$ cat src/rtl/paint_scan_driver.sv
// paint_scan_driver: raster scan master driving painter coordinates and streaming captured colours to the LCD writer.
// Optional SCAN_TESTPAT_EN adds a test_mode input that substitutes 8 vertical colour bars.
module paint_scan_driver #(
  parameter int X_RES      = 480,
  parameter int Y_RES      = 800,
  parameter int LEAD       = 5,
  parameter int PIPE_LAT   = 5,
  parameter int FIFO_DEPTH = 8
) (
  input  logic               clk,
  input  logic               rstn,
  input  logic               frame_start,
  output logic               busy,
  output logic               frame_done,
  output logic signed [15:0] paint_x,
  output logic signed [15:0] paint_y,
  input  logic        [15:0] paint_color,
  output logic        [15:0] pix_data,
  output logic               pix_valid,
  input  logic               pix_ready,
  output logic               pix_first,
  output logic               pix_last
`ifdef SCAN_TESTPAT_EN
  ,
  input  logic               test_mode
`endif
);
  localparam int AW = $clog2(FIFO_DEPTH);
  typedef enum logic [1:0] {IDLE, ISSUE, DRAIN} state_t;
  typedef struct packed {
    logic [15:0] data;
    logic        first;
    logic        last;
  } entry_t;
  state_t               state_q, state_d;
  logic [15:0]          tx_q, tx_d, ty_q, ty_d;
  logic signed [15:0]   px_q, px_d, py_q, py_d;
  logic [PIPE_LAT-1:0]  v_q, v_d, f_q, f_d, l_q, l_d;
  entry_t               mem_q [FIFO_DEPTH];
  entry_t               mem_d [FIFO_DEPTH];
  entry_t               head;
  logic [AW-1:0]        rd_q, rd_d, wr_q, wr_d;
  logic [AW:0]          cnt_q, cnt_d;
  logic                 issue, push, pop, eol, last_xy;
  logic [15:0]          cap_data;
`ifdef SCAN_TESTPAT_EN
  localparam logic [15:0] BARS [8] = '{16'hFFFF, 16'hFFE0, 16'h07FF, 16'h07E0,
                                       16'hF81F, 16'hF800, 16'h001F, 16'h0000};
  logic [PIPE_LAT-1:0]      tm_q, tm_d;
  logic [PIPE_LAT-1:0][2:0] bar_q, bar_d;
  // test_mode and the bar index ride alongside the valid bit so they match the captured pixel
  always_comb begin
    tm_d     = {tm_q[PIPE_LAT-2:0], test_mode};
    bar_d    = {bar_q[PIPE_LAT-2:0], 3'(int'(tx_q) * 8 / X_RES)};
    cap_data = tm_q[PIPE_LAT-1] ? BARS[bar_q[PIPE_LAT-1]] : paint_color;
  end
  always_ff @(posedge clk) begin
    tm_q  <= !rstn ? '0 : tm_d;
    bar_q <= !rstn ? '0 : bar_d;
  end
`else
  assign cap_data = paint_color;
`endif
  assign head      = mem_q[rd_q];
  assign pix_valid = cnt_q != '0;
  assign pix_data  = head.data;
  assign pix_first = head.first;
  assign pix_last  = head.last;
  assign paint_x   = px_q;
  assign paint_y   = py_q;
  assign busy      = state_q != IDLE;
  always_comb begin
    eol        = tx_q == 16'(X_RES - 1);
    last_xy    = eol && ty_q == 16'(Y_RES - 1);
    // credit counts both buffered and in-flight pixels, so the FIFO can never overflow
    issue      = state_q == ISSUE && int'(cnt_q) + $countones(v_q) < FIFO_DEPTH;
    push       = v_q[PIPE_LAT-1];
    pop        = pix_valid && pix_ready;
    frame_done = pop && head.last && state_q == DRAIN;
    state_d    = state_q == IDLE  ? (frame_start ? ISSUE : IDLE) :
                 state_q == ISSUE ? (issue && last_xy ? DRAIN : ISSUE) :
                                    (frame_done ? IDLE : DRAIN);
    tx_d       = issue ? (eol ? '0 : tx_q + 16'd1) : tx_q;
    ty_d       = issue && eol ? (last_xy ? '0 : ty_q + 16'd1) : ty_q;
    px_d       = issue ? 16'(int'(tx_q) - LEAD) : px_q;
    py_d       = issue ? 16'(int'(ty_q) - LEAD) : py_q;
    v_d        = {v_q[PIPE_LAT-2:0], issue};
    f_d        = {f_q[PIPE_LAT-2:0], issue && tx_q == '0 && ty_q == '0};
    l_d        = {l_q[PIPE_LAT-2:0], issue && last_xy};
    mem_d      = mem_q;
    if (push)
      mem_d[wr_q] = '{data: cap_data, first: f_q[PIPE_LAT-1], last: l_q[PIPE_LAT-1]};
    wr_d       = wr_q + AW'(push);
    rd_d       = rd_q + AW'(pop);
    cnt_d      = cnt_q + (AW+1)'(push) - (AW+1)'(pop);
  end
  always_ff @(posedge clk) begin
    if (!rstn) begin
      state_q <= IDLE;
      tx_q    <= '0;
      ty_q    <= '0;
      px_q    <= 16'(-LEAD);
      py_q    <= 16'(-LEAD);
      v_q     <= '0;
      f_q     <= '0;
      l_q     <= '0;
      mem_q   <= '{default: '0};
      rd_q    <= '0;
      wr_q    <= '0;
      cnt_q   <= '0;
    end else begin
      state_q <= state_d;
      tx_q    <= tx_d;
      ty_q    <= ty_d;
      px_q    <= px_d;
      py_q    <= py_d;
      v_q     <= v_d;
      f_q     <= f_d;
      l_q     <= l_d;
      mem_q   <= mem_d;
      rd_q    <= rd_d;
      wr_q    <= wr_d;
      cnt_q   <= cnt_d;
    end
  end
  a_no_overflow: assert property (@(posedge clk) disable iff (!rstn)
    !(push && !pop && int'(cnt_q) == FIFO_DEPTH));
endmodule

$ cat config.mk
export PLATFORM = sky130hd
export DESIGN_NAME = paint_scan_driver
export DESIGN_NICKNAME = d
export VERILOG_FILES = /design/src/rtl/paint_scan_driver.sv
export SDC_FILE = /design/constraint.sdc
export NUM_CORES = 1
export LEC_CHECK = 0
export CAP_MARGIN = 0
export CORE_ASPECT_RATIO = 2
export CORE_MARGIN = 2
export CORE_UTILIZATION = 44
export DETAILED_ROUTE_END_ITERATION = 7
export PLACE_DENSITY = 0.61
export SLEW_MARGIN = 30
export SYNTH_ARGS = -nofsm -noshare
export SYNTH_HDL_FRONTEND = slang
export SYNTH_SLANG_ARGS = --single-unit
$ cat constraint.sdc
create_clock -name clk -period 3.7 [get_ports clk]
set_clock_uncertainty 0.05 [all_clocks]
set_input_delay 0.37 -clock clk [delete_from_list [all_inputs] [get_ports clk]]
set_output_delay 0.37 -clock clk [all_outputs]
set_load 0.01 [all_outputs]
==> results.yml, run 1 <==
clocking:
  clockBufferDepth: 3
  cts_max_level: 1
  cts_setup_buffers: 0
  cts_resized: 0
  path_clk_slew_ns: 0.07
  clock_tree.root_cell: "clkbuf_16"
  cts_made_buffers: 23
  insertion_delay_ns: 0.52
  tritoncts: "done"
  cts_num_sinks: 235
  ctsHoldBuffers: 0
timing:
  setup_viol: 0
  slew_violations: 0
  holdWs_ns: 0.266
  finalCriticalPeriod_ns: 3.29
  clock.fmax_ghz: 0.304
  fin_setup_tns_ns: 0
  rsz0062_at_grt: "no"
  setup_ws_ns: 0.407
  timing.final.crit_share: 0.890
  max_slew_margin: 0.339
  hold_viol: 0
  tightest_slew_ns: 0.989
finish:
  areaGrowthSynthToFinish_pct: 16.1
  nets: 1282
  drive_above_1_share: 0.103
  fin_area_um2: 12500
  antenna_cells: 0
  fillers: 2272
  utilization: 0.515
floorplanning:
  die-height_um: 226
  dieWidth_um: 115
  pin_count: 73
  initial_core_util: 0.444
  dieArea_um2: 25900
  core_um2: 24300
  num_rows: 81
global_routing:
  grt_max_degree: 96
  grt_overflow: 0
  grt_pass1_wl_um: 45900
  antenna_found_initial: 0
  grt_usage: 0.228
  grt_pass1_vias: 8413
synthesis:
  muxShareOfSynthArea: 0.0948
  synthArstFlopShare: 0
  yosys.area_share.simple: 0.220
  synth_cell_types: 46
  synth_top_family_by_area: "simple AND/OR/NAND/NOR gates"
  synth.top_cells.by_count: "nand2_1 (335), dfxtp_1 (235), a21boi_0 (145), clkbuf_1 (76), nor2_1 (50)"
  synth_top_area_cell: "dfxtp_1"
  syn_area_um2: 10800
  syn_area_per_cell_um2: 8.81
  synth_top_area_frac: 0.436
  synth_seq_cells: 235
  syn_nets: 1266
  synth-xor-area-share: 0.0365
  synth_fa_ha_area_frac: 0.0264
  synth.area.top_cells: "dfxtp_1 (44%), nand2_1 (12%), a21boi_0 (10%)"
  synth_compound_area_frac: 0.139
  synth_flop_cell: "dfxtp_1"
  synth_edf_count: 0
  syn_inst: 1225
  yosysSeqAreaShare: 0.436
  ys_warn_count: 0
  synth.most_common_cell: "nand2_1"
setup_path:
  crit_arrival_ns: 2.87
  slowest_delay_ns: 0.75
  ff2ff_path_depth: 10
  worstSetupEndpoint: "pix_data[4]"
  required_ns: 3.28
  worst_path_max_delay_cell: "dfxtp_2"
  worstSetupStartpointType: "flop"
  timing.rr.start: "v_q[0]"
  crit_chain: "buf_12 > mux4_2 > mux2_2 > clkdlybuf4s50_1"
  r2r_end: "ty_q[15]"
  rrSetupSlack_ns: 0.49
  path_class: "reg -> out"
  startpoint: "rd_q[1]"
  critical_path.max_fanout: 19
  endpoint_kind: "primary output"
place:
  dp_hpwl_um: 19200
  pre_cts_slack_ns: 0.487
  gp_congestion: 0.833
  place_area_um2: 11700
  port_buffers: 72
detailed_routing:
  vias_per_cell: 5.55
  drt_iter0_drc: 386
  first_pass_iters: 5
  detail-route-antenna-nets: 0
  wire_per_inst_um: 18.9
  drt-total-wl_um: 29200
  drc: 0
  num_vias: 8573
pwr:
  power.leakage_nw: 4.33
  p_per_area_nw_per_um2: 485
  peakVddDrop_uv: 355
flow_run:
  max-cap-violations: 0
min_path:
  hp-class: "in -> reg"
  worstHoldPathCells: 2
status:
  status: "finished clean"
## metrics by stage
step | instances | total power [mW]
after detailed placement | 1506 | 3.58
final | 1546 | 6.07
after floorplan | 1225 | 3.27
after global placement | 1504 | 3.57
after CTS | 1546 | 6.16
after global routing | 1546 | 6.31
## layout by cell type (no fill, tap or decap), types with 7 or more instances in the layout
| master | Yosys | layout |
|---|---|---|
| a21boi_0 | 145 | 145 |
| a21oi_1 | 14 | 14 |
| and2_1 | 26 | 26 |
| buf_4 | 0 | 18 |
| clkbuf_16 | 0 | 23 |
| clkdlybuf4s50_1 | 0 | 71 |
| dfxtp_1 | 235 | 233 |
| ha_1 | 18 | 18 |
| inv_1 | 22 | 22 |
| mux2_2 | 18 | 18 |
| mux4_2 | 36 | 36 |
| nand2_1 | 335 | 334 |
| nand3_1 | 21 | 18 |
| nand4_1 | 15 | 15 |
| nor2_1 | 50 | 48 |
| nor2b_1 | 10 | 10 |
| nor3_1 | 21 | 19 |
| nor4_1 | 17 | 17 |
| o211ai_1 | 20 | 20 |
| o21ai_0 | 16 | 16 |
| or3_1 | 7 | 7 |
| xnor2_1 | 34 | 34 |
| xor2_1 | 11 | 11 |
## layout make-up
cell class / count / area (um^2) / share of cell area
clock buffers: 31 / 666 / 0.0531
clock inverters: 9 / 156 / 0.0125
inverters: 22 / 82.6 / 0.00659
multi-input cells: 865 / 5630 / 0.449
flip-flops and latches: 235 / 4710 / 0.375
well taps: 290 / 363 / 0.0289
repair buffers: 94 / 932 / 0.0744
## layer usage
layer	GRT usage	routed length (um)	up-vias
met2	0.428	15600	217
met4	0.106	1190	0
met5	0	0	-
met3	0.0261	1210	72
li1	-	-	4173
met1	0.249	11100	4111
## cells by family (layout without fill, tap and decap cells)
family / after synthesis / in the layout
XOR/XNOR: 45 / 45
AO/OA/AOI/OAI: 210 / 210
buffers and inverters: 125 / 156
adder cells (fa/ha/maj): 21 / 21
flip-flops: 235 / 235
multiplexers: 55 / 55
AND/OR/NAND/NOR: 534 / 534
## where the power goes
group          internal [mW]  total [mW]  switching, mW
clock                   1.54        2.57           1.03
combinational          0.399       0.803          0.404
sequential              2.60        2.70         0.0974
total                   4.55        6.07           1.53
## registers in the layout, summed over array words and instances (netlist names), 3 cells and up
name	flops
cnt_q	4
f_q	5
l_q	5
mem_q	144
paint_x	16
paint_y	16
rd_q	3
tx_q	16
ty_q	16
v_q	5
wr_q	3
## worst min path at each step
| stage | endpoint | slack, ns | startpoint |
|---|---|---|---|
| 2_1_floorplan | f_q[1] | 0.36 | f_q[0] |
| 3_3_place_gp | l_q[1] | 0.36 | l_q[0] |
| 3_5_place_dp | l_q[1] | 0.37 | l_q[0] |
| 4_1_cts | paint_x[4] | 0.25 | rstn |
| 5_1_grt | paint_x[4] | 0.30 | rstn |
| 6_report | paint_x[4] | 0.27 | rstn |
## critical path, delay by kind of cell (launching register included)
kind	cells	cell delay (ns)
multiplexers	2	0.81
buffers and inverters	2	0.78
flip-flops	1	0.75
(Power assumes the default switching activity.)
==> run 2, diff against run 1 <==
--- a/config.mk
+++ b/config.mk
@@ -9,6 +9,7 @@
 export CORE_ASPECT_RATIO = 2
 export CORE_MARGIN = 2
 export CORE_UTILIZATION = 44
+export CTS_BUF_LIST = sky130_fd_sc_hd__clkbuf_4
 export DETAILED_ROUTE_END_ITERATION = 7
 export PLACE_DENSITY = 0.61
 export SLEW_MARGIN = 30
==> run 2 against run 1 <==
- sequential power hardly changed
- final cell count grew 3.6%
- via count rose by 2.9%
- power down 9.3%
- register-to-register slack improved by 0.02 ns
- design area is 1.3% lower
- sequential share of layout area grew 0.50 points
- hold slack worse by 0.15 ns
- routed wire length grew 1.7%
- clock power decreased by 22%
- setup slack got worse by 0.22 ns
- combinational power about the same
- largest power group unchanged
==> results.yml, run 2 (synthesis gave the netlist of run 1 again) <==
setup_path:
  startpoint: "rd_q[1]"
  critical_path.max_fanout: 19
  endpoint_kind: "primary output"
  timing.rr.start: "v_q[0]"
  crit_arrival_ns: 3.09
  path_class: "reg -> out"
  required_ns: 3.28
  worstSetupStartpointType: "flop"
floorplanning:
  dieArea_um2: 25900
  dieWidth_um: 115
  core_um2: 24300
  pin_count: 73
  num_rows: 81
  die-height_um: 226
  initial_core_util: 0.444
detailed_routing:
  vias_per_cell: 5.51
  num_vias: 8824
  drt_iter0_drc: 440
  wire_per_inst_um: 18.5
  drc: 0
  detail-route-antenna-nets: 0
  first_pass_iters: 5
  drt-total-wl_um: 29700
clocking:
  tritoncts: "done"
  path_clk_slew_ns: 0.07
  ctsHoldBuffers: 0
  insertion_delay_ns: 0.72
  clock_tree.root_cell: "clkbuf_4"
  cts_setup_buffers: 0
  clockBufferDepth: 3
  cts_num_sinks: 235
  cts_max_level: 2
  cts_resized: 0
  cts_made_buffers: 55
timing:
  setup_ws_ns: 0.186
  clock.fmax_ghz: 0.285
  timing.final.crit_share: 0.950
  tightest_slew_ns: 0.993
  rsz0062_at_grt: "no"
  finalCriticalPeriod_ns: 3.51
  setup_viol: 0
  hold_viol: 0
  fin_setup_tns_ns: 0
  slew_violations: 0
  max_slew_margin: 0.337
pwr:
  peakVddDrop_uv: 277
  power.leakage_nw: 4.32
  p_per_area_nw_per_um2: 445
flow_run:
  max-cap-violations: 0
finish:
  final_common_cell: "nand2_1"
  final_cell_mix: "nand2_1 (334), dfxtp_1 (233), a21boi_0 (145)"
  areaGrowthSynthToFinish_pct: 14.6
  regMostFlops: "mem_q"
  nets: 1314
  utilization: 0.509
  largest_reg_flops: 144
  fillers: 2326
  fin_area_um2: 12400
  drive_above_1_share: 0.132
  layout.cells.non_filler: 1601
global_routing:
  grt_usage: 0.233
  grt_max_degree: 96
  grt_pass1_vias: 8804
  antenna_found_initial: 1
  grt_overflow: 0
  grt_pass1_wl_um: 46800
min_path:
  hp-class: "in -> reg"
  min_from: "rstn"
place:
  place_area_um2: 11700
  dp_hpwl_um: 19200
  port_buffers: 72
  pre_cts_slack_ns: 0.487
  gp_congestion: 0.833
  dp_cells: 1506
status:
  status: "finished clean"
[run 2: changes by cell type in the layout (fill, tap and decap cells not counted), sizes merged]
cell | before | now
bufinv | 4 | 0
clkbuf | 31 | 79
clkinv | 2 | 14
clkinvlp | 2 | 1
diode | 0 | 1
inv | 23 | 22
[run 2: critical path: stages (launching register included)]
cell and delay (ns):
dfxtp_2 0.77, buf_12 0.27, mux4_2 0.51, mux2_2 0.29, clkdlybuf4s50_1 0.50
[run 2: layout make-up]
class	count	area, um^2	area share
flip-flops and latches	235	4710	0.380
inverters	22	82.6	0.00667
well taps	290	363	0.0293
clock inverters	15	62.6	0.00506
clock buffers	79	593	0.0479
repair buffers	94	932	0.0753
multi-input cells	865	5630	0.455
diodes	1	2.50	0.000202
[run 2: per-stage QoR]
stage                     power [mW]  hold slack [ns]
after floorplan                 3.27            0.362
after global placement          3.57            0.363
after detailed placement        3.58            0.369
after CTS                       5.61           0.0464
after global routing            5.79            0.104
final                           5.51            0.114
[run 2: layer usage]
metal  GRT usage  wire length (um)  part of all wire  vias up
met5           0                 0                 0        -
met4       0.120              1160             0.039        0
met3      0.0406              1530             0.051       82
met2       0.432             15900              0.54      249
met1       0.247             11100              0.37     4229
li1            -                 -                 -     4264
[run 2: final timing paths]
path,endpoint,slack [ns],depth (start not counted)
hold / removal,paint_x[4],0.11,2
setup reg to reg,ty_q[15],0.51,10
hold reg to reg,l_q[2],0.39,1
setup / recovery,pix_data[11],0.19,4
[run 2: power by group]
group	total (mW)	switching, mW	leakage [nW]	internal [mW]
clock	2.01	1.03	0.390	0.974
sequential	2.70	0.0989	1.90	2.60
combinational	0.804	0.405	2.03	0.399
==> run 3, diff against run 2 <==
--- a/config.mk
+++ b/config.mk
@@ -12,6 +12,7 @@
 export CTS_BUF_LIST = sky130_fd_sc_hd__clkbuf_4
 export DETAILED_ROUTE_END_ITERATION = 7
 export PLACE_DENSITY = 0.61
+export SKIP_LAST_GASP = 1
 export SLEW_MARGIN = 30
 export SYNTH_ARGS = -nofsm -noshare
 export SYNTH_HDL_FRONTEND = slang
==> constraint.sdc (replaced) <==
create_clock -name clk -period 3.7 [get_ports clk]
set_clock_uncertainty 0.05 [all_clocks]
set_input_delay 1.11 -clock clk [delete_from_list [all_inputs] [get_ports clk]]
set_output_delay 1.11 -clock clk [all_outputs]
set_load 0.01 [all_outputs]
==> run 3 against run 2 <==
- the run now ends with setup timing left
- combinational power is 20% higher
- highest routed layer unchanged
- utilization is 0.90 points higher
- maximum frequency is 7.1% lower
- setup slack worse by 0.27 ns
- sequential power is 1% lower
- first-iteration DRC count is 15% higher
==> results.yml, run 3 (synthesis gave the netlist of run 1 again) <==
status:
  status: "finished, violations left"
  violations: "setup timing"
global_routing:
  grt_pass1_wl_um: 47800
  grt_pass1_vias: 8965
  grt_max_degree: 89
  grt_overflow: 0
  grt_usage: 0.238
  antenna_found_initial: 1
detailed_routing:
  wire_per_inst_um: 18.6
  drt_iter0_drc: 508
  detail-route-antenna-nets: 0
  vias_per_cell: 5.51
  drc: 0
  first_pass_iters: 7
  drt-total-wl_um: 30100
  num_vias: 8899
finish:
  nets: 1324
  layout.cells.non_filler: 1616
  fillers: 2344
  areaGrowthSynthToFinish_pct: 16.6
  largest_reg_flops: 144
  regMostFlops: "mem_q"
  final_cell_mix: "nand2_1 (334), dfxtp_1 (233), a21boi_0 (145)"
  final_common_cell: "nand2_1"
  drive_above_1_share: 0.142
setup_path:
  path_class: "reg -> out"
  worstSetupStartpointType: "flop"
  timing.rr.start: "v_q[0]"
  r2r_end: "ty_q[15]"
  cp_num_buf_inv: 2
  required_ns: 2.54
  crit_arrival_ns: 2.62
  crit_family: "multiplexers"
  slowest_delay_ns: 0.52
  endpoint_kind: "primary output"
  critical_path.max_fanout: 22
  crit_chain: "buf_12 > mux4_2 > mux2_2 > clkdlybuf4s50_1"
  worst_path_max_delay_cell: "mux4_2"
  ff2ff_path_depth: 10
  rrSetupSlack_ns: 0.50
clocking:
  cts_made_buffers: 55
  insertion_delay_ns: 0.71
  cts_num_sinks: 235
  ctsHoldBuffers: 0
  clockBufferDepth: 3
  cts_max_level: 2
  path_clk_slew_ns: 0.07
  tritoncts: "done"
  clock_tree.root_cell: "clkbuf_4"
timing:
  slew_violations: 0
  holdWs_ns: 0.384
  rsz0062_at_grt: "yes"
  timing.final.crit_share: 1.02
  clock.fmax_ghz: 0.264
  setup_ws_ns: -0.0839
  tightest_slew_ns: 1.04
  hold_viol: 0
  finalCriticalPeriod_ns: 3.78
  max_slew_margin: 0.307
  setup_viol: 8
floorplanning:
  core_um2: 24300
  die-height_um: 226
  dieWidth_um: 115
  initial_core_util: 0.444
  dieArea_um2: 25900
  pin_count: 73
  num_rows: 81
place:
  gp_congestion: 0.815
  dp_cells: 1511
  port_buffers: 72
  dp_hpwl_um: 19400
min_path:
  min_to: "l_q[3]"
  hp-class: "reg -> reg"
  worstHoldPathCells: 1
  min_from: "l_q[2]"
pwr:
  power.leakage_nw: 4.52
  peakVddDrop_uv: 263
  p_per_area_nw_per_um2: 465
flow_run:
  max-cap-violations: 0
==> run 3: changes by cell type in the layout (fill, tap and decap cells not counted), moves of 2 or more <==
cell	change
buf_12	+2
buf_4	+6
bufinv_16	+2
clkbuf_4	+6
clkdlybuf4s50_1	-11
clkinv_2	-2
dlygate4sd2_1	+8
dlymetal6s2s_1	+2
nand3_1	+2
nand3_2	-2
==> run 3: cell type report <==
class | count | area, um^2 | area share
tap | 290 | 363 | 0.0288
clock inverter | 14 | 105 | 0.00835
antenna | 1 | 2.50 | 0.000199
timing repair buffer | 104 | 1060 | 0.0840
inverter | 22 | 82.6 | 0.00656
clock buffer | 85 | 638 | 0.0507
multi-input combinational | 865 | 5630 | 0.447
sequential | 235 | 4710 | 0.374
==> run 3: worst reg2reg max path, delay by kind of cell (launching register included) <==
family                     cells  cell delay, ns
adders and majority gates      3            1.09
and+or+nand+nor                4            1.41
DFF                            1            0.33
AOI/OAI and AO/OA              1            0.14
buffers and inverters          2            0.11
==> run 3: worst max-delay path by stage <==
| stage | start | endpoint | cells past startpoint |
|---|---|---|---|
| after global routing | rd_q[1] | pix_data[11] | 4 |
| after global placement | pix_ready | frame_done | 4 |
| after detailed placement | pix_ready | frame_done | 4 |
| final | rd_q[1] | pix_data[12] | 4 |
| after floorplan | rd_q[0] | pix_data[10] | 5 |
| after CTS | rd_q[0] | frame_done | 5 |
==> run 3: through the flow <==
step / util / power, mW / cell area (um^2) / worst slack, ns / setup TNS, ns
after global routing: 0.518 / 6.16 / 12600 / -0.149 / -1.26
final: 0.518 / 5.85 / 12600 / -0.0839 / -0.332
after detailed placement: 0.483 / 3.59 / 11800 / 0.0734 / 0
after global placement: 0.482 / 3.58 / 11700 / 0.0640 / 0
after floorplan: - / 3.27 / 10800 / 0.349 / 0
after CTS: 0.517 / 5.95 / 12600 / -0.144 / -1.23
==> run 3: report_power, final <==
part	internal, mW	switching, mW	leakage (nW)
combinational	0.491	0.473	2.18
sequential	2.61	0.0573	1.90
clock	1.18	1.05	0.438
total	4.27	1.58	4.52
==> run 3: what timing repair did <==
item / CTS / global route
gates resized for setup: 18 / 2
gates cloned: 1 / 0
buffers inserted: 3 / 1
setup endpoints to repair: 19 / 13
==> run 3: per-layer routing <==
metal | vias to the layer above | share of wire | global-route usage
met5 | - | 0 | 0
met2 | 258 | 0.55 | 0.452
met4 | 0 | 0.043 | 0.115
met1 | 4268 | 0.36 | 0.243
li1 | 4289 | - | -
met3 | 84 | 0.051 | 0.0430
